--- config.mk ---
export PLATFORM = sky130hd
export DESIGN_NAME = tape_unit_flat
export DESIGN_NICKNAME = d
export VERILOG_FILES = /design/src/rtl/tm_pkg.sv /design/src/rtl/tape_unit_if.sv /design/src/rtl/tape_mem.sv /design/src/rtl/tape_unit.sv /design/src/flat_wrapper.sv
export SDC_FILE = /design/constraint.sdc
export NUM_CORES = 1
export LEC_CHECK = 0
export ABC_AREA = 1
export CAP_MARGIN = 25
export CORE_AREA = 2 2 113 115
export CTS_CLUSTER_DIAMETER = 150
export DETAILED_ROUTE_END_ITERATION = 8
export DIE_AREA = 0 0 115 117
export PLACE_DENSITY = 0.78
export SYNTH_ARGS = -nofsm -noshare
export SYNTH_HDL_FRONTEND = slang
export SYNTH_HIERARCHICAL = 1
export SYNTH_SLANG_ARGS = --single-unit
--- constraint.sdc ---
create_clock -name clk -period 3.39 [get_ports clk]
set_input_delay 0.678 -clock clk [delete_from_list [all_inputs] [get_ports clk]]
set_output_delay 0.678 -clock clk [all_outputs]
set_load 0.005 [all_outputs]
--- src/rtl/tm_pkg.sv ---
// Shared definitions for the Turing machine datapath.
//   - head move encoding (MOVE_STAY / MOVE_LEFT / MOVE_RIGHT, 2'b11 reserved)
//   - tape unit FSM state type (IDLE, SETTLE, FAULT)
//   - default symbol width and blank symbol value
//   - decode_move(): folds the reserved encoding onto MOVE_STAY
package tm_pkg;

  localparam logic [1:0] MOVE_STAY  = 2'b00;
  localparam logic [1:0] MOVE_LEFT  = 2'b01;
  localparam logic [1:0] MOVE_RIGHT = 2'b10;

  localparam int DEFAULT_SYMBOL_WIDTH = 2;
  localparam int DEFAULT_BLANK        = 0;

  typedef enum logic [1:0] {
    IDLE   = 2'd0,
    SETTLE = 2'd1,
    FAULT  = 2'd2
  } tape_state_t;

  // The reserved move code behaves exactly like "stay".
  function automatic logic [1:0] decode_move(input logic [1:0] move);
    decode_move = (move == MOVE_LEFT || move == MOVE_RIGHT) ? move : MOVE_STAY;
  endfunction

endpackage

--- src/rtl/tape_unit_if.sv ---
// Step-command / symbol-result bus between the transition logic and the tape.
//   master (transition logic): drives cmd_valid, cmd_write, cmd_symbol, cmd_move;
//                              observes cmd_ready, symbol, symbol_valid.
//   slave  (tape_unit):        the mirror image.
interface tape_unit_if
  import tm_pkg::*;
#(
  parameter int SYMBOL_WIDTH = DEFAULT_SYMBOL_WIDTH
);
  logic                    cmd_valid;
  logic                    cmd_ready;
  logic                    cmd_write;
  logic [SYMBOL_WIDTH-1:0] cmd_symbol;
  logic [1:0]              cmd_move;
  logic [SYMBOL_WIDTH-1:0] symbol;
  logic                    symbol_valid;

  modport master (
    output cmd_valid, cmd_write, cmd_symbol, cmd_move,
    input  cmd_ready, symbol, symbol_valid
  );

  modport slave (
    input  cmd_valid, cmd_write, cmd_symbol, cmd_move,
    output cmd_ready, symbol, symbol_valid
  );
endinterface

--- src/rtl/tape_mem.sv ---
// Tape cell storage: TAPE_DEPTH x SYMBOL_WIDTH register array.
// Every cell returns to BLANK on a synchronous reset, so this is a flop array
// rather than a RAM. One write port, one asynchronous read port.
//   clk, reset  clock and synchronous active-high reset
//   we_i        write strobe
//   waddr_i     write cell index
//   wdata_i     write data
//   raddr_i     read cell index (the head)
//   rdata_o     combinational read data
module tape_mem
  import tm_pkg::*;
#(
  parameter  int SYMBOL_WIDTH = DEFAULT_SYMBOL_WIDTH,
  parameter  int TAPE_DEPTH   = 64,
  parameter  int BLANK        = DEFAULT_BLANK,
  localparam int AW           = $clog2(TAPE_DEPTH)
) (
  input  logic                    clk,
  input  logic                    reset,
  input  logic                    we_i,
  input  logic [AW-1:0]           waddr_i,
  input  logic [SYMBOL_WIDTH-1:0] wdata_i,
  input  logic [AW-1:0]           raddr_i,
  output logic [SYMBOL_WIDTH-1:0] rdata_o
);

  logic [SYMBOL_WIDTH-1:0] cells_q [TAPE_DEPTH];

  always_ff @(posedge clk) begin
    if (reset) begin
      for (int i = 0; i < TAPE_DEPTH; i++) begin
        cells_q[i] <= SYMBOL_WIDTH'(BLANK);
      end
    end else if (we_i) begin
      cells_q[waddr_i] <= wdata_i;
    end
  end

  assign rdata_o = cells_q[raddr_i];

endmodule

--- src/rtl/tape_unit.sv ---
// Tape storage and read/write head for the Turing machine datapath.
// Accepts one step command (optional write at the head, then move) every two
// cycles and presents the registered symbol under the head.
//   clk, reset                 clock, synchronous active-high reset
//   load_en/addr/symbol        preload write port, honoured only in IDLE and
//                              dropped when a command handshake coincides
//   bus (tape_unit_if.slave)   step command in, symbol/symbol_valid out
//   head_pos                   current head index
//   fault                      sticky: a move tried to leave the tape
// Optional build macro TAPE_WRAP_EN: circular tape, fault tied low and the
// FAULT state unreachable.
module tape_unit
  import tm_pkg::*;
#(
  parameter  int SYMBOL_WIDTH = DEFAULT_SYMBOL_WIDTH,
  parameter  int TAPE_DEPTH   = 64,
  parameter  int HEAD_INIT    = 32,
  parameter  int BLANK        = DEFAULT_BLANK,
  localparam int AW           = $clog2(TAPE_DEPTH)
) (
  input  logic                    clk,
  input  logic                    reset,
  input  logic                    load_en,
  input  logic [AW-1:0]           load_addr,
  input  logic [SYMBOL_WIDTH-1:0] load_symbol,
  tape_unit_if.slave              bus,
  output logic [AW-1:0]           head_pos,
  output logic                    fault
);

  tape_state_t             state_q, state_d;
  logic [AW-1:0]           head_q, head_d;
  logic [SYMBOL_WIDTH-1:0] symbol_q;
  logic                    symbol_valid_q;

  logic                    handshake;
  logic                    off_tape;
  logic [1:0]              move;
  logic                    cmd_ready;
  logic                    mem_we;
  logic [AW-1:0]           mem_waddr;
  logic [SYMBOL_WIDTH-1:0] mem_wdata;
  logic [SYMBOL_WIDTH-1:0] mem_rdata;

  assign move      = decode_move(bus.cmd_move);
  assign handshake = bus.cmd_valid && (state_q == IDLE);

`ifdef TAPE_WRAP_EN
  // AW-bit head arithmetic wraps naturally on a power-of-two tape.
  assign off_tape = 1'b0;
`else
  assign off_tape = ((move == MOVE_LEFT)  && (head_q == '0)) ||
                    ((move == MOVE_RIGHT) && (head_q == AW'(TAPE_DEPTH - 1)));
`endif

  tape_mem #(
    .SYMBOL_WIDTH (SYMBOL_WIDTH),
    .TAPE_DEPTH   (TAPE_DEPTH),
    .BLANK        (BLANK)
  ) u_mem (
    .clk     (clk),
    .reset   (reset),
    .we_i    (mem_we),
    .waddr_i (mem_waddr),
    .wdata_i (mem_wdata),
    .raddr_i (head_q),
    .rdata_o (mem_rdata)
  );

  // State register and datapath registers.
  always_ff @(posedge clk) begin
    if (reset) begin
      state_q        <= IDLE;
      head_q         <= AW'(HEAD_INIT);
      symbol_q       <= SYMBOL_WIDTH'(BLANK);
      symbol_valid_q <= 1'b0;
    end else begin
      state_q        <= state_d;
      head_q         <= head_d;
      symbol_valid_q <= (state_q == SETTLE);
      // Outside FAULT the symbol follows the head cell every cycle; in SETTLE
      // the head already points at the new cell, so this is the step result.
      if (state_q != FAULT) begin
        symbol_q <= mem_rdata;
      end
    end
  end

  // Next-state and head update.
  always_comb begin
    state_d = state_q;
    head_d  = head_q;
    unique case (state_q)
      IDLE: begin
        if (handshake) begin
          if (off_tape) begin
            state_d = FAULT;
          end else begin
            state_d = SETTLE;
            if (move == MOVE_LEFT)  head_d = head_q - AW'(1);
            if (move == MOVE_RIGHT) head_d = head_q + AW'(1);
          end
        end
      end
      SETTLE:  state_d = IDLE;
      FAULT:   state_d = FAULT;
      default: state_d = IDLE;
    endcase
  end

  // Outputs: ready and the tape write-port mux (command beats preload).
  always_comb begin
    cmd_ready = (state_q == IDLE);
    mem_we    = 1'b0;
    mem_waddr = head_q;
    mem_wdata = bus.cmd_symbol;
    if (handshake) begin
      mem_we = bus.cmd_write;
    end else if (load_en && (state_q == IDLE)) begin
      mem_we    = 1'b1;
      mem_waddr = load_addr;
      mem_wdata = load_symbol;
    end
  end

  assign bus.cmd_ready    = cmd_ready;
  assign bus.symbol       = symbol_q;
  assign bus.symbol_valid = symbol_valid_q;
  assign head_pos         = head_q;

`ifdef TAPE_WRAP_EN
  assign fault = 1'b0;
`else
  logic fault_q;

  always_ff @(posedge clk) begin
    if (reset) begin
      fault_q <= 1'b0;
    end else if (handshake && off_tape) begin
      fault_q <= 1'b1;
    end
  end

  assign fault = fault_q;
`endif

endmodule

--- src/flat_wrapper.sv ---
// flat-port wrapper written by rule: the top's interface ports become plain ports
module tape_unit_flat import tm_pkg::*;
#(
  parameter  int SYMBOL_WIDTH = DEFAULT_SYMBOL_WIDTH,
  parameter  int TAPE_DEPTH   = 64,
  parameter  int HEAD_INIT    = 32,
  parameter  int BLANK        = DEFAULT_BLANK,
  localparam int AW           = $clog2(TAPE_DEPTH)
)
  (clk, reset, load_en, load_addr, load_symbol, head_pos, fault, bus_cmd_valid, bus_cmd_write, bus_cmd_symbol, bus_cmd_move, bus_cmd_ready, bus_symbol, bus_symbol_valid);
  tape_unit_if #(.SYMBOL_WIDTH(SYMBOL_WIDTH)) bus_i ();
  input  logic clk;
  input  logic reset;
  input  logic load_en;
  input  logic [AW-1:0] load_addr;
  input  logic [SYMBOL_WIDTH-1:0] load_symbol;
  output logic [AW-1:0] head_pos;
  output logic fault;
  input wire logic [$bits(bus_i.cmd_valid)-1:0] bus_cmd_valid;
  input wire logic [$bits(bus_i.cmd_write)-1:0] bus_cmd_write;
  input wire logic [$bits(bus_i.cmd_symbol)-1:0] bus_cmd_symbol;
  input wire logic [$bits(bus_i.cmd_move)-1:0] bus_cmd_move;
  output wire logic [$bits(bus_i.cmd_ready)-1:0] bus_cmd_ready;
  output wire logic [$bits(bus_i.symbol)-1:0] bus_symbol;
  output wire logic [$bits(bus_i.symbol_valid)-1:0] bus_symbol_valid;
  assign bus_i.cmd_valid = bus_cmd_valid;
  assign bus_i.cmd_write = bus_cmd_write;
  assign bus_i.cmd_symbol = bus_cmd_symbol;
  assign bus_i.cmd_move = bus_cmd_move;
  assign bus_cmd_ready = bus_i.cmd_ready;
  assign bus_symbol = bus_i.symbol;
  assign bus_symbol_valid = bus_i.symbol_valid;
  tape_unit #(.SYMBOL_WIDTH(SYMBOL_WIDTH), .TAPE_DEPTH(TAPE_DEPTH), .HEAD_INIT(HEAD_INIT), .BLANK(BLANK)) u_core (.clk(clk), .reset(reset), .load_en(load_en), .load_addr(load_addr), .load_symbol(load_symbol), .bus(bus_i), .head_pos(head_pos), .fault(fault));
endmodule
-- After elaboration in Yosys (flattened, before gate mapping)
Memories as Yosys holds them, arrays and structs flattened. A register that Yosys moved wholly into a read port is not among the register bits.
Cells that the tools add are included.
- bits in registers: 10
- bits in latches: 0
- memory bits (writable): 128
- ROM bits: 0
- input port bits: 17
- output and inout port bits: 11
- word-level logic and storage cells: 49
- memories: 1
- memories (memory ; words ; bits a word ; read ports ; clocked after Yosys merged registers in ; write ports ; line ; RTL):
    u_core.u_mem.cells_q ; 64 ; 2 ; 1 ; 1 ; 64 ; tape_mem.sv:27 ; logic [SYMBOL_WIDTH-1:0] cells_q [TAPE_DEPTH];
- $add $sub $neg: 2
- $mul: 0
- div/mod/pow operators: 0
- magnitude comparators: 0
- eq/ne operators: 9
- shifts and indexed selects: 0
- multiplexer cells: 20
- bitwise gates (word level): 1
- reductions and logical operators: 12
- operators by type and width (operator ; number):
    $mux W6 ; 5
    $mux W2 ; 6
    $mux W1 ; 8
    $add A6 B1 Y6 const B ; 1
    $eq A2 B1 Y1 const B ; 3
    $eq A2 B2 Y1 const B ; 3
    $eq A6 B6 Y1 const B ; 1
    $logic_not A6 Y1 ; 1
    $sub A6 B1 Y6 const B ; 1
    $logic_and A1 B1 Y1 ; 5
    $pmux W2 S2 ; 1
    $reduce_and A4 Y1 ; 1
    $logic_not A2 Y1 ; 1
    $logic_or A1 B1 Y1 ; 2
    $ne A2 B1 Y1 const B ; 1
    $ne A2 B2 Y1 const B ; 1
    $reduce_bool A2 Y1 ; 1
    $reduce_or A2 Y1 ; 1
    $not A1 Y1 ; 1

-- Longest topological paths before layout
- depth after elaboration: 9
- gate-level depth with buffers: 12
- gate-level depth less buffers: 11

-- Hierarchy
The synthesis kept the hierarchy.
- modules (own cells, without submodules) (module ; times used ; cells an instance ; area an instance (um^2) ; sequential area each (um^2)):
    tape_mem ; 1 ; 742 ; 6444.9 ; 3843.7
    tape_unit ; 1 ; 132 ; 859.6 ; 240.2

-- Worst setup path before layout
No wires, ideal clock.
- kind: input to register
- start point: input port bus_cmd_valid
- end point: memory u_core/u_mem/cells_q[55][0] (netlist name), enable pin
- setup time: 0.298 ns
- arrival time: 2.572 ns
- data required time: 3.092 ns
- setup slack: 0.520 ns
- cell stages on the path: 9
- path buffers: 2
- cells stage by stage: nand2_2 nand4_2 buf_2 a21oi_1 inv_2 buf_2 nor4_4 nand2_1 nand2_1
- RTL lines (what ; line ; RTL):
    start, declared ; flat_wrapper.sv:19 ; input wire logic [$bits(bus_i.cmd_valid)-1:0] bus_cmd_valid;
    end, declared ; tape_mem.sv:27 ;

==> impl_metrics.ini <==
[die]
die_w_um = 115
io_pins = 28
rows = 41
die-area_um2 = 13500
core_area_um2 = 12300
die_h_um = 117
start_util_pct = 59.3

[worst_setup_path]
worst-path-max-fanout = 15
max_stage_delay_ps = 440
cp_top_family = simple AND/OR/NAND/NOR gates
worstReg2RegStart = u_core/state_q[0]
crit_path_end_kind = flop
criticalPathCategory = in2reg
required_ps = 3510
crit_chain = clkdlybuf4s50_1 -> nand2_2 -> nand4_2 -> a21oi_1 -> inv_1 -> nor2_1 -> inv_1 -> nor2_1 -> nand3_1 -> nand2_1
start_kind = input port
critical-path-slowest-cell = clkdlybuf4s50_1
critPathArrivalTime_ps = 3110
cp_num_buf_inv = 3
worstSetupStartpoint = bus_cmd_valid

[worst_hold_path]
hold_path_startpoint = u_core/fault
worstHoldPathType = reg2reg

[clock_network]
numCtsBuffers = 17
path_clk_slew_ps = 60
hold_buffers = 0
cts_tree = done
clk_latency_ps = 420
cts_resized = 0
post_cts_buffers = 0
cts_root_buf = clkbuf_16
clk_path_buf_depth = 2
clock_sinks = 140
h-tree-depth = 4

[global_route]
antenna_found_initial = 0
track_usage_pct = 28.6
grt_max_degree = 65
grt_pass1_vias = 6148
grt_pass1_wl_um = 28900
overflow = 0

[drt]
vias = 6298
routed_wl_um = 18500
viasPerCell = 5.92
drc_errors = 0
wl_per_cell_um = 17.4
postRouteAntennaNets = 0
first_iter_violations = 810
drt_pass1_iterations = 6

[yosys]
synth-seq-cells = 140
synthSimpleGateAreaFrac_pct = 36.7
synth.area.mux_share_pct = 0.308
synthXorXnorAreaFrac_pct = 0.120
synth_edf_count = 128
postSynthCellCount = 874
ys_warn_count = 6
synth_top_family_by_area = simple AND/OR/NAND/NOR gates
synthAdderAreaFrac_pct = 1.30
ys_seq_area_share_pct = 55.9
async_flop_share_pct = 0
synth_ff_type = edfxtp_1
synth.cell_area_um2 = 7300
synth_nets = 898
synth_compound_area_share_pct = 1.06
ys_types = 30
synth_area_per_cell_um2 = 8.36

[power_and_ir_drop]
total_leakage_power_nw = 3.55
intPower_mw = 3.33
p_sw_share_pct = 27.0
seqPwrFrac_pct = 43.5
finalPower_mw = 4.57
switching_power_mw = 1.23
pwr-share-clk_pct = 41.0
ir_drop_mv = 0.337
cellPowerDensity_nw_per_um2 = 540
combPwrFrac_pct = 15.5

[place]
place_inst = 1030
place_ws_ps = 80.0
port_buffers = 27
gp_congestion = 0.859
post-dp-hpwl_um = 11800
place_area_um2 = 7840

[timing]
fin_crit_ps = 2990
worst_slew_pin_slew_ps = 766
fin_ws_ps = 403
holdWs_ps = 481
max_slew_margin_pct = 49.0
max_freq_mhz = 335
finalHoldViolCount = 0
clock_skew_ps = 6.99
rsz0062_at_grt = no
fin_crit_sh_pct = 88.1
drv_slew = 0
tns_ps = 0
setup_viol = 0

[final_layout]
area_growth_pct = 15.7
drive_above_1_share_pct = 9.53
post-route-util_pct = 68.7
final_cell_area_um2 = 8450
fin_nets = 924
antenna_cells = 0
finalNonFillerCells = 1063

[status]
status = completed

[run]
max_cap_violations = 0
[cells by family (layout without fill, tap and decap cells)]
family | after synthesis | after routing
compound gates | 15 | 15
xor+xnor | 1 | 1
fa+ha+maj | 7 | 7
buf+inv | 85 | 124
flops | 140 | 140
mux | 2 | 2
simple gates | 624 | 624
[layout make-up]
type                       count  area (um^2)
clock buffer                  17          425
clock inverter                15          173
fill                         937         3860
inverter                      36          135
multi-input combinational    649         2880
sequential                   140         4090
tap                          150          188
timing repair buffer          56          563
[routing by layer]
| layer | track usage, % | up-vias | wire length (um) |
|---|---|---|---|
| met3 | 6.49 | 48 | 1750 |
| li1 | - | 2929 | - |
| met4 | 13.7 | 0 | 543 |
| met5 | 0 | - | 0 |
| met2 | 50.4 | 352 | 9300 |
| met1 | 33.4 | 2969 | 6930 |
[layout by cell type (no fill, tap or decap), drive strengths merged]
| cell type | instances |
|---|---|
| buf | 29 |
| mux2 | 2 |
| fa | 1 |
| edfxtp | 128 |
| or2 | 2 |
| a21oi | 12 |
| nor2 | 161 |
| clkdlybuf4s50 | 27 |
| clkinv | 6 |
| nand3b | 3 |
| clkbuf | 17 |
| xnor2 | 1 |
| nand3 | 113 |
| dfxtp | 12 |
| inv | 37 |
| clkinvlp | 5 |
| nand2 | 321 |
| nand4 | 8 |
| o21bai | 1 |
| o21ai | 2 |
| nor3 | 8 |
| ha | 6 |
| nor4 | 8 |
| bufinv | 3 |
[Yosys cell counts, types with 3 or more instances]
cell type	count	area share [%]
nand4_1	6	0.51
inv_1	27	1.4
nand3_1	113	7.7
edfxtp_1	128	53
nor3_1	7	0.48
inv_2	8	0.41
nor2_1	160	8.2
a21oi_1	12	0.82
buf_2	5	0.34
buf_1	4	0.21
clkbuf_1	38	2.0
nor4_4	6	1.7
dfxtp_1	12	3.3
nand2_1	320	16
nand3b_1	3	0.31
ha_1	6	1.0
[final timing paths]
path | endpoint | slack [ps] | cells after the start
min reg2reg | u_core/fault | 480 | 2
min | u_core/fault | 480 | 2
max | u_core/u_mem/cells_q[21][1] | 400 | 10
max reg2reg | u_core/u_mem/cells_q[21][1] | 720 | 10
[worst register-to-register path: cells and delay by family, from the launching register on]
family / cells / cell delay (ps)
AOI/OAI and AO/OA: 1 / 350
and+or+nand+nor: 6 / 1380
buffers and inverters: 3 / 300
DFF: 1 / 340
[power by group through the flow]
stage	Clock, mW	Combinational, mW	Sequential (mW)
floorplan	0	0.448	2.01
global placement	0	0.660	2.02
detailed placement	0	0.684	2.02
CTS	1.89	0.690	1.99
global route	1.96	0.769	1.99
finish	1.87	0.707	1.99
[flip-flops by register name (all words and copies together), names as in the netlist]
name / count
u_core/fault: 1
u_core/bus.symbol_valid: 1
u_core/state_q: 2
u_core/u_mem/cells_q: 128
u_core/head_pos: 6
u_core/bus.symbol: 2
Power figures use the tool's default switching activity.
